File: src/rtl/keypad_pkg.sv
// rtl/keypad_pkg.sv - state encodings, key codes and the row/column key map for the keypad scanner
package keypad_pkg;

    localparam logic [1:0] SCAN     = 2'b00;
    localparam logic [1:0] DEBOUNCE = 2'b01;
    localparam logic [1:0] PRESSED  = 2'b10;
    localparam logic [1:0] RELEASE  = 2'b11;

    localparam logic [3:0] KEY_A    = 4'd10;
    localparam logic [3:0] KEY_B    = 4'd11;
    localparam logic [3:0] KEY_C    = 4'd12;
    localparam logic [3:0] KEY_D    = 4'd13;
    localparam logic [3:0] KEY_STAR = 4'd14;
    localparam logic [3:0] KEY_HASH = 4'd15;

    // Indexed KEYMAP[row][col]; listed row 3 first and column 3 first within each row.
    localparam logic [3:0][3:0][3:0] KEYMAP = '{
        '{KEY_D, KEY_HASH, 4'd0, KEY_STAR},
        '{KEY_C, 4'd9,     4'd8, 4'd7    },
        '{KEY_B, 4'd6,     4'd5, 4'd4    },
        '{KEY_A, 4'd3,     4'd2, 4'd1    }
    };

    function automatic logic [1:0] lowest_low(input logic [3:0] col);
        if (!col[0])      return 2'd0;
        else if (!col[1]) return 2'd1;
        else if (!col[2]) return 2'd2;
        else              return 2'd3;
    endfunction

endpackage

File: src/rtl/keypad_col_sync.sv
// rtl/keypad_col_sync.sv - two-flop synchronizer for the active-low column sense lines
module keypad_col_sync (
    input  logic       clk,
    input  logic       rst,
    input  logic [3:0] column_n,
    output logic [3:0] col_s
);

    logic [3:0] meta;

    always_ff @(posedge clk or posedge rst) begin
        if (rst) begin
            meta  <= 4'hF;
            col_s <= 4'hF;
        end else begin
            meta  <= column_n;
            col_s <= meta;
        end
    end

endmodule

File: src/rtl/keypad_scanner.sv
// rtl/keypad_scanner.sv - 4x4 keypad scan, debounce and encode; KEYPAD_AUTOREPEAT_EN adds held-key repeat strobes
module keypad_scanner
    import keypad_pkg::*;
#(
    parameter int SCAN_DIV     = 50000,
    parameter int DEBOUNCE_CNT = 4,
    parameter int REPEAT_DELAY = 40,
    parameter int REPEAT_RATE  = 10
) (
    input  logic       clk,
    input  logic       rst,
    output logic [3:0] line_n,
    input  logic [3:0] column_n,
    output logic [3:0] key_code,
    output logic       key_strobe,
    output logic       key_held,
    output logic [1:0] key_state
);

    localparam int DIV_W = $clog2(SCAN_DIV);
    localparam int DEB_W = $clog2(DEBOUNCE_CNT + 1);

    logic [3:0]       col_s;
    logic [DIV_W-1:0] div_cnt;
    logic             sample;
    logic [1:0]       state, next_state;
    logic [1:0]       row, cand_col, low_col;
    logic [DEB_W-1:0] deb_cnt;
    logic             col_low, match, cand_high, deb_done;

`ifdef KEYPAD_AUTOREPEAT_EN
    localparam int REP_MAX = (REPEAT_DELAY > REPEAT_RATE) ? REPEAT_DELAY : REPEAT_RATE;
    localparam int REP_W   = $clog2(REP_MAX + 1);
    logic [REP_W-1:0] rep_cnt;
    logic             rep_armed;
`endif

    keypad_col_sync u_col_sync (
        .clk      (clk),
        .rst      (rst),
        .column_n (column_n),
        .col_s    (col_s)
    );

    assign sample    = (div_cnt == DIV_W'(SCAN_DIV - 1));
    assign col_low   = (col_s != 4'hF);
    assign low_col   = lowest_low(col_s);
    assign match     = col_low && (low_col == cand_col);
    assign cand_high = col_s[cand_col];
    assign deb_done  = (deb_cnt == DEB_W'(DEBOUNCE_CNT - 1));

    always_ff @(posedge clk or posedge rst) begin
        if (rst)         div_cnt <= '0;
        else if (sample) div_cnt <= '0;
        else             div_cnt <= div_cnt + DIV_W'(1);
    end

    always_ff @(posedge clk or posedge rst) begin
        if (rst) state <= SCAN;
        else     state <= next_state;
    end

    always_comb begin
        next_state = state;
        if (sample) begin
            case (state)
                SCAN:     if (col_low) next_state = DEBOUNCE;
                DEBOUNCE: if (!match) next_state = SCAN;
                          else if (deb_done) next_state = PRESSED;
                PRESSED:  if (cand_high) next_state = RELEASE;
                RELEASE:  if (!cand_high) next_state = PRESSED;
                          else if (deb_done) next_state = SCAN;
                default:  next_state = SCAN;
            endcase
        end
    end

    always_comb begin
        line_n    = ~(4'b0001 << row);
        key_state = state;
    end

    // The row only advances on an idle sample in SCAN, so it stays frozen on the candidate row elsewhere.
    always_ff @(posedge clk or posedge rst) begin
        if (rst) begin
            row        <= 2'd0;
            cand_col   <= 2'd0;
            deb_cnt    <= '0;
            key_code   <= 4'd0;
            key_strobe <= 1'b0;
            key_held   <= 1'b0;
`ifdef KEYPAD_AUTOREPEAT_EN
            rep_cnt    <= '0;
            rep_armed  <= 1'b0;
`endif
        end else begin
            key_strobe <= 1'b0;
            if (sample) begin
                case (state)
                    SCAN: begin
                        if (col_low) begin
                            cand_col <= low_col;
                            deb_cnt  <= DEB_W'(1);
                        end else begin
                            row <= row + 2'd1;
                        end
                    end
                    DEBOUNCE: begin
                        if (match) begin
                            deb_cnt <= deb_cnt + DEB_W'(1);
                            if (deb_done) begin
                                key_code   <= KEYMAP[row][cand_col];
                                key_strobe <= 1'b1;
                                key_held   <= 1'b1;
`ifdef KEYPAD_AUTOREPEAT_EN
                                rep_cnt    <= '0;
                                rep_armed  <= 1'b0;
`endif
                            end
                        end
                    end
                    PRESSED: begin
                        if (cand_high) begin
                            deb_cnt <= DEB_W'(1);
`ifdef KEYPAD_AUTOREPEAT_EN
                            rep_cnt   <= '0;
                            rep_armed <= 1'b0;
                        end else if ((!rep_armed && rep_cnt == REP_W'(REPEAT_DELAY - 1)) ||
                                     ( rep_armed && rep_cnt == REP_W'(REPEAT_RATE - 1))) begin
                            key_strobe <= 1'b1;
                            rep_cnt    <= '0;
                            rep_armed  <= 1'b1;
                        end else begin
                            rep_cnt <= rep_cnt + REP_W'(1);
`endif
                        end
                    end
                    RELEASE: begin
                        if (cand_high) begin
                            deb_cnt <= deb_cnt + DEB_W'(1);
                            if (deb_done) key_held <= 1'b0;
                        end
                    end
                    default: ;
                endcase
            end
        end
    end

endmodule

File: config.mk
export PLATFORM = sky130hd
export DESIGN_NAME = keypad_scanner
export DESIGN_NICKNAME = d
export VERILOG_FILES = /design/src/rtl/keypad_pkg.sv /design/src/rtl/keypad_col_sync.sv /design/src/rtl/keypad_scanner.sv
export SDC_FILE = /design/constraint.sdc
export NUM_CORES = 1
export LEC_CHECK = 0
export CORE_MARGIN = 4
export CORE_UTILIZATION = 45
export DETAILED_ROUTE_END_ITERATION = 8
export SLEW_MARGIN = 10
export SYNTH_ARGS = -nofsm -noshare
export SYNTH_HDL_FRONTEND = slang
export SYNTH_SLANG_ARGS = --single-unit
File: constraint.sdc
create_clock -name clk -period 4.3 [get_ports clk]
set_input_delay 0.645 -clock clk [delete_from_list [all_inputs] [get_ports clk]]
set_output_delay 0.645 -clock clk [all_outputs]
set_load 0.1 [all_outputs]
Word level (Yosys, flattened, before mapping)
Cells that the tools add are included.
{"block": "op_classes", "eq_ne": 15, "magnitude_cmp": 2, "n_reduce_logical": 9, "bitwise_logic": 2, "n_shift": 1, "addsub": 3, "n_mux": 31}
{"cell": "16-bit binary-select mux with 2-bit select", "n": 1}
{"cell": "16-bit two-way mux", "n": 2}
{"cell": "16-bit by 1-bit adder with 16-bit output (second input constant)", "n": 1}
{"cell": "16-bit == test (second input constant)", "n": 1}
{"cell": "2-bit two-way mux", "n": 8}
{"cell": "3-bit two-way mux", "n": 4}
{"cell": "2-bit != test (second input constant)", "n": 6}
{"cell": "3-bit case mux with 4 select lines", "n": 1}
{"cell": "1-bit two-way mux", "n": 10}
{"cell": "5-bit AND reduction", "n": 2}
{"cell": "4-bit binary-select mux with 2-bit select", "n": 1}
{"cell": "2-bit case mux with 4 select lines", "n": 1}
{"cell": "2-bit by 3-bit < comparator with 1-bit output (second input constant)", "n": 2}
{"cell": "3-bit != test (second input constant)", "n": 2}
{"cell": "3-bit AND reduction", "n": 2}
{"cell": "6-bit AND reduction", "n": 1}
{"cell": "2-bit == test (second input constant)", "n": 2}
{"cell": "4-bit two-way mux", "n": 1}
{"cell": "4-bit != test (second input constant)", "n": 1}
{"cell": "4-bit inverter", "n": 1}
{"cell": "4-bit AND reduction", "n": 1}
{"cell": "1-bit by 2-bit << shifter with 4-bit output (first input constant)", "n": 1}
{"cell": "3-bit by 1-bit adder with 3-bit output (second input constant)", "n": 1}
{"cell": "3-bit by 2-bit == test with 1-bit output (second input constant)", "n": 1}
{"cell": "other kinds (9)", "n": 9}
{"block": "totals", "register_bits": 39, "inputBits": 6, "word_cells": 73}

Longest topological paths before layout
Gate-level depths: netlist (run 1).
{"block": "logic_depth", "ltp_word": 8, "depth_mapped": 7, "mapped_depth_nobuf": 7}

Modules after synthesis
From an unflattened synthesis (run 1), not the netlist that was laid out.
{"block": "unflattened", "hier_cells": 183, "area_unflattened_um2": 1943.1}
{"mod": "keypad_scanner", "cells_per_inst": 174, "instances": 1, "seq_area_each_um2": 775.7, "area_each_um2": 1729.2}
{"mod": "keypad_col_sync", "cells_per_inst": 9, "instances": 1, "seq_area_each_um2": 210.2, "area_each_um2": 214.0}

Worst setup path before layout (run 1)
OpenSTA, ideal clock, no wires.
{"block": "synth_timing", "path_type": "reg-to-reg", "start": "reg state[1] (netlist: key_state[1])", "end": "reg deb_cnt[0]", "period_less_slack_ps": 2225, "t_required_ps": 4175, "n_path_buf": 1, "setup_time_ps": 125, "arrival_time_ps": 2100, "stages_incl_launch_ff": 6, "slack_ps": 2075, "path_cell_list": "dfrtp_1 clkbuf_4 nor3_1 nor3b_2 a21bo_4 mux2_4"}
{"block": "synth_via", "elab_chain_cells": 3, "elab_cells_between_ends": 10, "cone_classes": "eq/ne: 7; mux: 1; reduce/logical: 2"}
{"item": "start: declaration", "line_no": "keypad_scanner.sv:26", "source": "logic [1:0] state, next_state;"}
{"item": "start signal: assignment", "line_no": "keypad_scanner.sv:60", "source": "else state <= next_state;"}
{"item": "2-bit == test (tied with other cells)", "line_no": "keypad_scanner.sv:99", "source": "case (state)"}
{"item": "2-bit != test (no source line)"}
{"item": "5-bit AND reduction (no source line)"}
{"item": "end signal: assignment", "line_no": "keypad_scanner.sv:110", "source": "deb_cnt <= deb_cnt + DEB_W'(1);"}
{"item": "end signal: assignment", "line_no": "keypad_scanner.sv:140", "source": "deb_cnt <= deb_cnt + DEB_W'(1);"}
{"item": "end: declaration", "line_no": "keypad_scanner.sv:28", "source": "logic [DEB_W-1:0] deb_cnt;"}
Several ways; a longest one is shown, not always the timed one.
A chain may end at the register's enable or synchronous reset.

Final worst setup path (run 1)
{"block": "layout_timing", "start": "reg row[1]", "end": "out line_n[0]"}
{"block": "layout_via", "elab_chain_cells": 2}
{"item": "start: declaration", "line_no": "keypad_scanner.sv:27", "source": "logic [1:0] row, cand_col, low_col;"}
{"item": "start signal: assignment", "line_no": "keypad_scanner.sv:105", "source": "row <= row + 2'd1;"}
{"item": "1-bit by 2-bit << shifter with 4-bit output", "line_no": "keypad_scanner.sv:79", "source": "line_n = ~(4'b0001 << row);"}
{"item": "4-bit inverter", "line_no": "keypad_scanner.sv:79"}
{"item": "end: declaration", "line_no": "keypad_scanner.sv:12", "source": "output logic [3:0] line_n,"}
Every way passes these cells.

==> results_dict.tcl, run 1 <==
set metrics [dict create \
    status "finished clean" \
    crit_path_frequent_cell "inv_1" \
    hold_violations 0 \
    drc_errors 0 \
    design_area_um2 2292 \
    grt_overflow_total 0 \
    max_freq_mhz 339.9 \
    fin_tns_setup_ns 0 \
    internal-power_w 0.0004936 \
    p_comb_share_pct 2.7 \
    p_per_area_nw_per_um2 274.1 \
    synth_cell_types 43 \
    yosys_warnings 0 \
    fin_total_pwr_w 0.0006283 \
    crit_chain "inv_1 -> ha_1 -> inv_1 -> clkdlybuf4s50_1" \
    worstPathArrival_ns 2.30 \
    final_core_util_pct 55.31 \
    seqPwrFrac_pct 60.0 \
    vias 1338 \
    cp_num_buf_inv 3 \
    tightestPinTransition_ns 0.9701 \
    grt_use_total_pct 13.80 \
    final_cell_mix "31 x dfrtp_1, 17 x clkdlybuf4s50_1, 13 x nor2_1, 13 x nand2_1, 12 x inv_1" \
    fin_ws_ns 1.358 \
    syn-cell-area_um2 1983 \
    numCtsBuffers 5 \
    relSlewSlack_pct 35.12 \
    cp_slowest_stage_delay_ns 1.12 \
    crit_path_top_delay_cell "clkdlybuf4s50_1" \
    cts_hold_buf 0 \
    rows 23 \
    drtPass1Iterations 4 \
    clkTransAtPathRegs_ns 0.07 \
    syn_area_per_cell_um2 10.96 \
    fin_crit_ns 2.942 \
    synth_seq_area_share_pct 49.72 \
    power.share.switching_pct 21.43 \
    drt_iter0_drc 65 \
    syn_nets 196 \
    cpLargestDelayFamily "buffers and inverters" \
    dp_hpwl_um 2554 \
    ant_nets 0 \
    syn_to_final_growth_pct 15.58 \
    clockPowerShare_pct 37.4 \
    cts_buffer_depth 2 \
    antenna_found_initial 0 \
    rr_worst_depth 4 \
    die_area_um2 5533 \
    pre_cts_ws_ns 1.656 \
    setup-violations-final 0 \
    postSynth.asyncResetShare_pct 100.0 \
    crit_fanout 8 \
    skew_ns 0.01078 \
    netSwitchingPower_w 0.0001347 \
    nNetsFinal 217 \
    synth_edf_count 0 \
    cts_tree "done" \
    wl_per_cell_um 13.32 \
    syn_inst 181 \
    io_pins 18 \
    core-area_um2 4144 \
    htree_levels 2 \
    rsz0062_at_grt "no" \
    max_cap_violations 0 \
    detail_route.vias_per_cell 5.289 \
    root_buffer "clkbuf_8" \
    initial_core_util_pct 47.86 \
    clk_latency_ns 0.29 \
    port_buffers 17 \
    slew_viol_final 0 \
    cts_setup_buffers 0 \
    synthFlopType "dfrtp_1" \
    path_class "reg2out" \
    crit_path_start_kind "register" \
    grt_max_degree 40 \
    drt-total-wl_um 3369 \
    grt_first_pass_wirelength_um 5830 \
    p_leak_nw 1.003 \
    grt_pass1_vias 1300 \
    die_h_um 74.39 \
    drive_gt1_share_pct 16.75 \
    antenna_cells 0 \
    post_cts_resized 0 \
    fp.dieW_um 74.39 \
    place_congestion 0.7503 \
    mostFrequentLayoutCell "dfrtp_1" \
    vdd_drop_max_mv 0.1656 \
    hold_path_depth 0 \
    cts.sinks 39 \
    holdCritPathClass "reg2reg" \
    endpoint_kind "output port" \
    ys_ff_latch 39 \
    finalCritPeriodShare_pct 68.43 \
    crit_cells 4 \
    dpl_cell_area_um2 2207 \
    crit_required_ns 3.65 \
]
[per-layer routing]
layer / part of all wire [%] / global-route usage (%) / up-vias
met1: 48 / 18.13 / 641
met2: 47 / 21.85 / 23
met3: 3.9 / 4.054 / 4
li1: - / - / 670
met4: 0.45 / 4.743 / 0
met5: 0 / 0 / -
[metrics by stage]
step	std cells	hold slack [ns]
after floorplan	181	0.3452
after global placement	245	0.3462
after detailed placement	245	0.3468
after CTS	253	0.3581
after global routing	253	0.3618
final	253	0.3564
[power groups by stage]
stage | Sequential (W) | Combinational, W | Clock (W)
after global placement | 0.000383 | 0.0000172 | 0
after floorplan | 0.000383 | 0.00000956 | 0
after CTS | 0.000377 | 0.0000177 | 0.000243
after detailed placement | 0.000384 | 0.0000176 | 0
after global routing | 0.000377 | 0.0000195 | 0.000261
final | 0.000377 | 0.0000168 | 0.000235
[cells in the mapped netlist, types with 2 or more instances]
| cell type | n | area, µm² |
|---|---|---|
| dfstp_2 | 8 | 210.2 |
| nand2_1 | 13 | 48.80 |
| xor2_1 | 8 | 70.07 |
| nor3_1 | 5 | 25.02 |
| nor4_1 | 2 | 12.51 |
| nand4_1 | 6 | 37.54 |
| mux2i_1 | 3 | 30.03 |
| a21oi_1 | 4 | 20.02 |
| nor2_1 | 13 | 48.80 |
| xnor2_1 | 7 | 61.31 |
| nand3b_1 | 2 | 15.01 |
| and2_1 | 2 | 12.51 |
| dfrtp_1 | 31 | 775.7 |
| or3_1 | 2 | 12.51 |
| inv_1 | 12 | 45.04 |
| mux2_2 | 5 | 56.30 |
| clkbuf_1 | 3 | 11.26 |
| nor2b_1 | 3 | 18.77 |
| ha_1 | 9 | 112.6 |
| nand3_1 | 11 | 55.05 |
| o21ai_0 | 10 | 50.05 |
[cells by family (layout without fill, tap and decap cells)]
kind of cell,after synthesis,in the layout,synth area share [%]
multiplexers,10,10,6.246
buffers and inverters,17,39,3.470
flip-flops,39,39,49.72
XOR/XNOR,15,15,6.625
AO/OA/AOI/OAI,22,22,7.635
adder cells (fa/ha/maj),9,9,5.678
AND/OR/NAND/NOR,69,69,20.63
[worst register-to-register path, delay by kind of cell, from the launching register on]
family        cells  cell delay, ns
simple gates      3            1.63
flops             1            0.43
mux               1            0.35
[final cells by class]
class	count	area (µm²)
fillers	372	1852
flip-flops and latches	39	985.9
multi-input cells	125	928.4
repair buffers	19	185.2
clock buffers	6	72.57
well taps	50	62.56
inverters	12	45.04
clock inverters	2	12.51
[sequential cells by signal (all words and copies together) (netlist names), 2 cells and up]
| name | cells |
|---|---|
| u_col_sync.col_s | 4 |
| key_state | 2 |
| key_code | 4 |
| cand_col | 2 |
| row | 2 |
| deb_cnt | 3 |
| div_cnt | 16 |
| u_col_sync.meta | 4 |
[final timing paths]
kind                                               from                            end  slack (ns)
max                                  row[1]$_DFFE_PP0P_                      line_n[0]        1.36
min                        u_col_sync.meta[0]$_DFF_PP1_  u_col_sync.col_s[0]$_DFF_PP1_        0.36
max reg2reg                        div_cnt[4]$_DFF_PP0_             row[1]$_DFFE_PP0P_        1.77
min reg2reg                u_col_sync.meta[0]$_DFF_PP1_  u_col_sync.col_s[0]$_DFF_PP1_        0.36
max in group asynchronous                           rst  u_col_sync.col_s[2]$_DFF_PP1_        3.18
min in group asynchronous                           rst           div_cnt[4]$_DFF_PP0_        0.77
Note: power is estimated with default switching activity, not from simulation.
==> inputs of run 2 (changes only) <==
Settings changed: PLACE_DENSITY set to 0.67.
Clock period 4.3 ns to 2.4 ns, I/O delays scaled along.
==> run 2 against run 1 <==
First-iteration DRC count up 54%. Largest cell class unchanged. Sequential power grew 79%. Critical path type is now reg2reg. Highest routed layer unchanged. Via count increased by 2.7%. Combinational power grew 77%. Critical endpoint is now key_code[1]$_DFFE_PP0P_.
==> results_dict.tcl, run 2 (synthesized netlist as in run 1, its figures left out) <==
set metrics [dict create \
    p_comb_share_pct 2.2 \
    io_pins 18 \
    port_buffers 17 \
    antenna_cells 0 \
    hold_path.startpoint "u_col_sync.meta[3]$_DFF_PP1_" \
    fin_crit_ns 2.291 \
    rr_worst_depth 5 \
    htree_levels 2 \
    max_freq_mhz 436.5 \
    hold_path_depth 0 \
    drc_errors 0 \
    internal-power_w 0.001097 \
    vdd_drop_max_mv 0.3574 \
    grt_first_pass_wirelength_um 5989 \
    power.share.switching_pct 18.34 \
    p_leak_nw 1.059 \
    dpl_cell_area_um2 2185 \
    initial_core_util_pct 47.86 \
    r2r-end "key_code[1]$_DFFE_PP0P_" \
    drtPass1Iterations 4 \
    nNetsFinal 220 \
    p_per_area_nw_per_um2 573.7 \
    status "finished clean" \
    numCtsBuffers 5 \
    wl_per_cell_um 13.70 \
    rows 23 \
    rr_startpoint "div_cnt[10]$_DFF_PP0_" \
    fp.dieW_um 74.39 \
    root_buffer "clkbuf_8" \
    design_area_um2 2341 \
    clockPowerShare_pct 47.5 \
    path_class "reg2reg" \
    die_area_um2 5533 \
    grt_pass1_vias 1311 \
    top_register "div_cnt" \
    grt_overflow_total 0 \
    fin_ws_ns 0.1090 \
    dp_hpwl_um 2490 \
    mostFrequentLayoutCell "dfrtp_1" \
    largest_reg_flops 16 \
    relSlewSlack_pct 62.84 \
    crit_path_start_kind "register" \
    die_h_um 74.39 \
    place_congestion 0.8241 \
    final_cell_mix "30 x dfrtp_1, 17 x buf_4, 13 x nor2_1, 13 x nand2_1, 12 x inv_1" \
    drt-total-wl_um 3507 \
    core-area_um2 4144 \
    vias 1374 \
    endpoint_kind "register" \
    seqPwrFrac_pct 50.2 \
    crit_fanout 5 \
    cts_tree "done" \
    crit_required_ns 2.58 \
    netSwitchingPower_w 0.0002463 \
    n_fill_cell 351 \
    slew_viol_final 0 \
    drive_gt1_share_pct 25.24 \
    hold_violations 0 \
    setup-violations-final 0 \
    pre_cts_ws_ns 0.1241 \
    cts_buffer_depth 2 \
    detail_route.vias_per_cell 5.367 \
    cts.sinks 39 \
    syn_to_final_growth_pct 18.04 \
    tightestPinTransition_ns 0.5523 \
    final_core_util_pct 56.49 \
    fin_tns_setup_ns 0 \
    grt_max_degree 40 \
    rrSetupSlack_ns 0.11 \
    grt_use_total_pct 14.29 \
    clkTransAtPathRegs_ns 0.08 \
    worstHoldEndpoint "u_col_sync.col_s[3]$_DFF_PP1_" \
    clk_latency_ns 0.29 \
    ant_nets 0 \
    drt_iter0_drc 100 \
    finalCritPeriodShare_pct 95.46 \
    worstPathArrival_ns 2.47 \
    skew_ns 0.007065 \
    holdCritPathClass "reg2reg" \
    antenna_found_initial 0 \
    max_cap_violations 0 \
]
run 2: cell count changes in the layout (fill, tap and decap cells not counted), sizes merged:
cell / previous run / this run
clkdlybuf4s50: 17 / 5
buf: 2 / 17
clkinv: 1 / 0
bufinv: 0 / 2
clkinvlp: 1 / 0
run 2: metrics by stage:
step           hold slack, ns  std cells  power [W]
2_1_floorplan          0.3452        181  0.0007026
5_1_grt                0.3656        256   0.001396
3_5_place_dp           0.3478        246  0.0007180
4_1_cts                0.3579        254   0.001355
6_report               0.3571        256   0.001343
3_3_place_gp           0.3471        246  0.0007166
run 2: routing by layer:
| metal | global-route usage [%] | part of all wire [%] |
|---|---|---|
| met1 | 18.89 | 46 |
| met2 | 21.76 | 47 |
| met3 | 5.405 | 5.4 |
| met4 | 4.545 | 1.5 |
| met5 | 0 | 0 |
run 2: repair_timing:
item | CTS | global route
hold buffers | 0 | 0
buffers inserted | 0 | 2
setup endpoints to repair | 0 | 4
resized for setup | 0 | 3
run 2: worst max path at each step:
stage,to,cells after the start,from
3_3_place_gp,deb_cnt[0]$_DFFE_PP0P_,5,div_cnt[11]$_DFF_PP0_
5_1_grt,key_code[1]$_DFFE_PP0P_,5,div_cnt[10]$_DFF_PP0_
2_1_floorplan,deb_cnt[0]$_DFFE_PP0P_,5,key_state[1]$_DFFE_PP0P_
3_5_place_dp,key_code[1]$_DFFE_PP0P_,6,div_cnt[0]$_DFF_PP0_
4_1_cts,key_code[1]$_DFFE_PP0P_,6,div_cnt[0]$_DFF_PP0_
6_report,key_code[1]$_DFFE_PP0P_,5,div_cnt[10]$_DFF_PP0_
run 2: critical path, stage by stage, from the launching register on:
cell,delay (ns)
dfrtp_1,0.41
or4b_4,0.57
nor4_4,0.37
nand3_2,0.16
nor3_4,0.30
mux2_2,0.37
run 2: power by group through the flow:
stage	Clock, W	Sequential, W	Combinational, W
finish	0.000638	0.000675	0.0000298
CTS	0.000650	0.000675	0.0000312
global route	0.000685	0.000676	0.0000347
detailed placement	0	0.000687	0.0000312
global placement	0	0.000686	0.0000305
floorplan	0	0.000685	0.0000171
run 2: cell type report:
class / count / area (µm²) / area share (%)
sequential: 39 / 987.2 / 42.17
tap: 50 / 62.56 / 2.672
timing repair buffer: 22 / 177.7 / 7.589
inverter: 12 / 45.04 / 1.924
clock inverter: 2 / 60.06 / 2.565
multi-input combinational: 125 / 935.9 / 39.98
clock buffer: 6 / 72.57 / 3.100
==> inputs of run 3 (changes only) <==
Settings changed: CORE_MARGIN 4 to not set.
==> run 3 against run 2 <==
Combinational power about the same. First-iteration DRC count fell by 23%. Clock power fell by 26%. Hold slack improved by 0.0040 ns. Critical path type unchanged. Maximum frequency shrank 0.37%. Largest cell class unchanged. Core utilization shrank 0.21 points. Global-route usage increased by 3.5 points. Final area shrank 1.1%. Highest routed layer unchanged. Routed wire length fell by 4.5%. Register-to-register slack is essentially flat.
==> results_dict.tcl, run 3 (synthesized netlist as in run 1, its figures left out) <==
set metrics [dict create \
    status "finished clean" \
    nNetsFinal 221 \
    cts_hold_buf 0 \
    dp_hpwl_um 2448 \
    setup-violations-final 0 \
    clockPowerShare_pct 40.2 \
    p_comb_share_pct 2.6 \
    largest_reg_flops 16 \
    multi_input_area_um2 935.9 \
    drtPass1Iterations 4 \
    grt_pass1_vias 1369 \
    antenna_cells 0 \
    hold_violations 0 \
    crit_required_ns 2.57 \
    grt_use_total_pct 17.77 \
    io_pins 18 \
    vdd_drop_max_mv 0.3681 \
    crit_path_start_kind "register" \
    grt_overflow_total 0 \
    rr_worst_depth 5 \
    port_buffers 17 \
    vias 1375 \
    cts_buffer_depth 2 \
    detail_route.vias_per_cell 5.350 \
    p_leak_nw 1.049 \
    regArea_um2 987.2 \
    ant_nets 0 \
    grt_first_pass_wirelength_um 5927 \
    mostFrequentLayoutCell "dfrtp_1" \
    p_per_area_nw_per_um2 508.8 \
    max_freq_mhz 434.9 \
    endpoint_kind "register" \
    n_fill_cell 353 \
    tightestPinTransition_ns 0.5475 \
    skew_ns 0.005004 \
    syn_to_final_growth_pct 16.78 \
    initial_core_util_pct 48.19 \
    fp.dieW_um 68.39 \
    worstPathArrival_ns 2.47 \
    clkTransAtPathRegs_ns 0.07 \
    netSwitchingPower_w 0.0002347 \
    holdCritPathClass "reg2reg" \
    drt-total-wl_um 3348 \
    numCtsBuffers 5 \
    cts.sinks 39 \
    grt_max_degree 40 \
    finalCritPeriodShare_pct 95.81 \
    design_area_um2 2316 \
    rsz0062_at_grt "no" \
    antenna_found_initial 0 \
    htree_levels 2 \
    hold_path_depth 0 \
    internal-power_w 0.0009438 \
    drt_iter0_drc 77 \
    wl_per_cell_um 13.03 \
    die_area_um2 4677 \
    dpl_cell_area_um2 2185 \
    clk_latency_ns 0.28 \
    relSlewSlack_pct 63.17 \
    drc_errors 0 \
    crit_fanout 5 \
    slew_viol_final 0 \
    rows 23 \
    seqPwrFrac_pct 57.3 \
    cts_tree "done" \
    core-area_um2 4115 \
    final_cell_mix "30 x dfrtp_1, 18 x buf_4, 13 x nor2_1, 13 x nand2_1, 12 x inv_1" \
    path_class "reg2reg" \
    fin_tns_setup_ns 0 \
    power.share.switching_pct 19.92 \
    drive_gt1_share_pct 25.60 \
    max_cap_violations 0 \
    fin_crit_ns 2.299 \
    top_register "div_cnt" \
    root_buffer "clkbuf_8" \
    die_h_um 68.39 \
    place_congestion 0.8087 \
]
==> run 3: path summary, 6_finish.rpt <==
kind                                                 endpoint  slack [ns]                         start
worst max-delay path                  key_code[3]$_DFFE_PP0P_        0.10         div_cnt[10]$_DFF_PP0_
worst min-delay path            u_col_sync.col_s[0]$_DFF_PP1_        0.36  u_col_sync.meta[0]$_DFF_PP1_
worst max register to register        key_code[3]$_DFFE_PP0P_        0.10         div_cnt[10]$_DFF_PP0_
worst min register to register  u_col_sync.col_s[0]$_DFF_PP1_        0.36  u_col_sync.meta[0]$_DFF_PP1_
max in group asynchronous               div_cnt[11]$_DFF_PP0_        1.56                           rst
min in group asynchronous                div_cnt[3]$_DFF_PP0_        0.49                           rst
==> run 3: final cells by class <==
class                      instances  share of cell area, %
inverter                          12                  1.945
sequential                        39                  42.63
multi-input combinational        125                  40.41
clock buffer                       8                  4.322
tap                               50                  2.701
timing repair buffer              23                  7.996
==> run 3: timing repair <==
item	CTS	global route
setup endpoints to repair	0	4
hold endpoints to repair	0	0
setup buffers	0	3
resized for setup	0	3
==> run 3: power by group through the flow <==
| stage | Clock, W | Sequential [W] | Combinational [W] |
|---|---|---|---|
| after global placement | 0 | 0.000686 | 0.0000307 |
| final | 0.000473 | 0.000675 | 0.0000301 |
| after global routing | 0.000521 | 0.000675 | 0.0000351 |
| after CTS | 0.000488 | 0.000675 | 0.0000317 |
| after detailed placement | 0 | 0.000687 | 0.0000316 |
| after floorplan | 0 | 0.000685 | 0.0000171 |
==> run 3: routing by layer <==
metal | track usage, % | share of wire [%]
met2 | 29.04 | 47
met5 | 0 | 0
met1 | 21.37 | 48
met4 | 7.813 | 1.6
met3 | 5.500 | 3.4
==> run 3: per-stage QoR <==
step                      instances  hold WS (ns)  utilization, %  setup WS (ns)  total power (W)
after detailed placement        246        0.3493           53.09         0.1664        0.0007187
after floorplan                 181        0.3452               -         0.1746        0.0007026
after global routing            257        0.3666           56.28       0.004981         0.001232
after CTS                       254        0.3593           55.52         0.1472         0.001195
after global placement          246        0.3465           53.09         0.2062        0.0007168
final                           257        0.3611           56.28         0.1006         0.001178
==> run 3: critical path, stage by stage (launching register included) <==
cell and delay (ns):
dfrtp_1 0.41, or4b_4 0.57, nor4_4 0.36, nand3_2 0.16
nor3_4 0.31, mux2_2 0.38
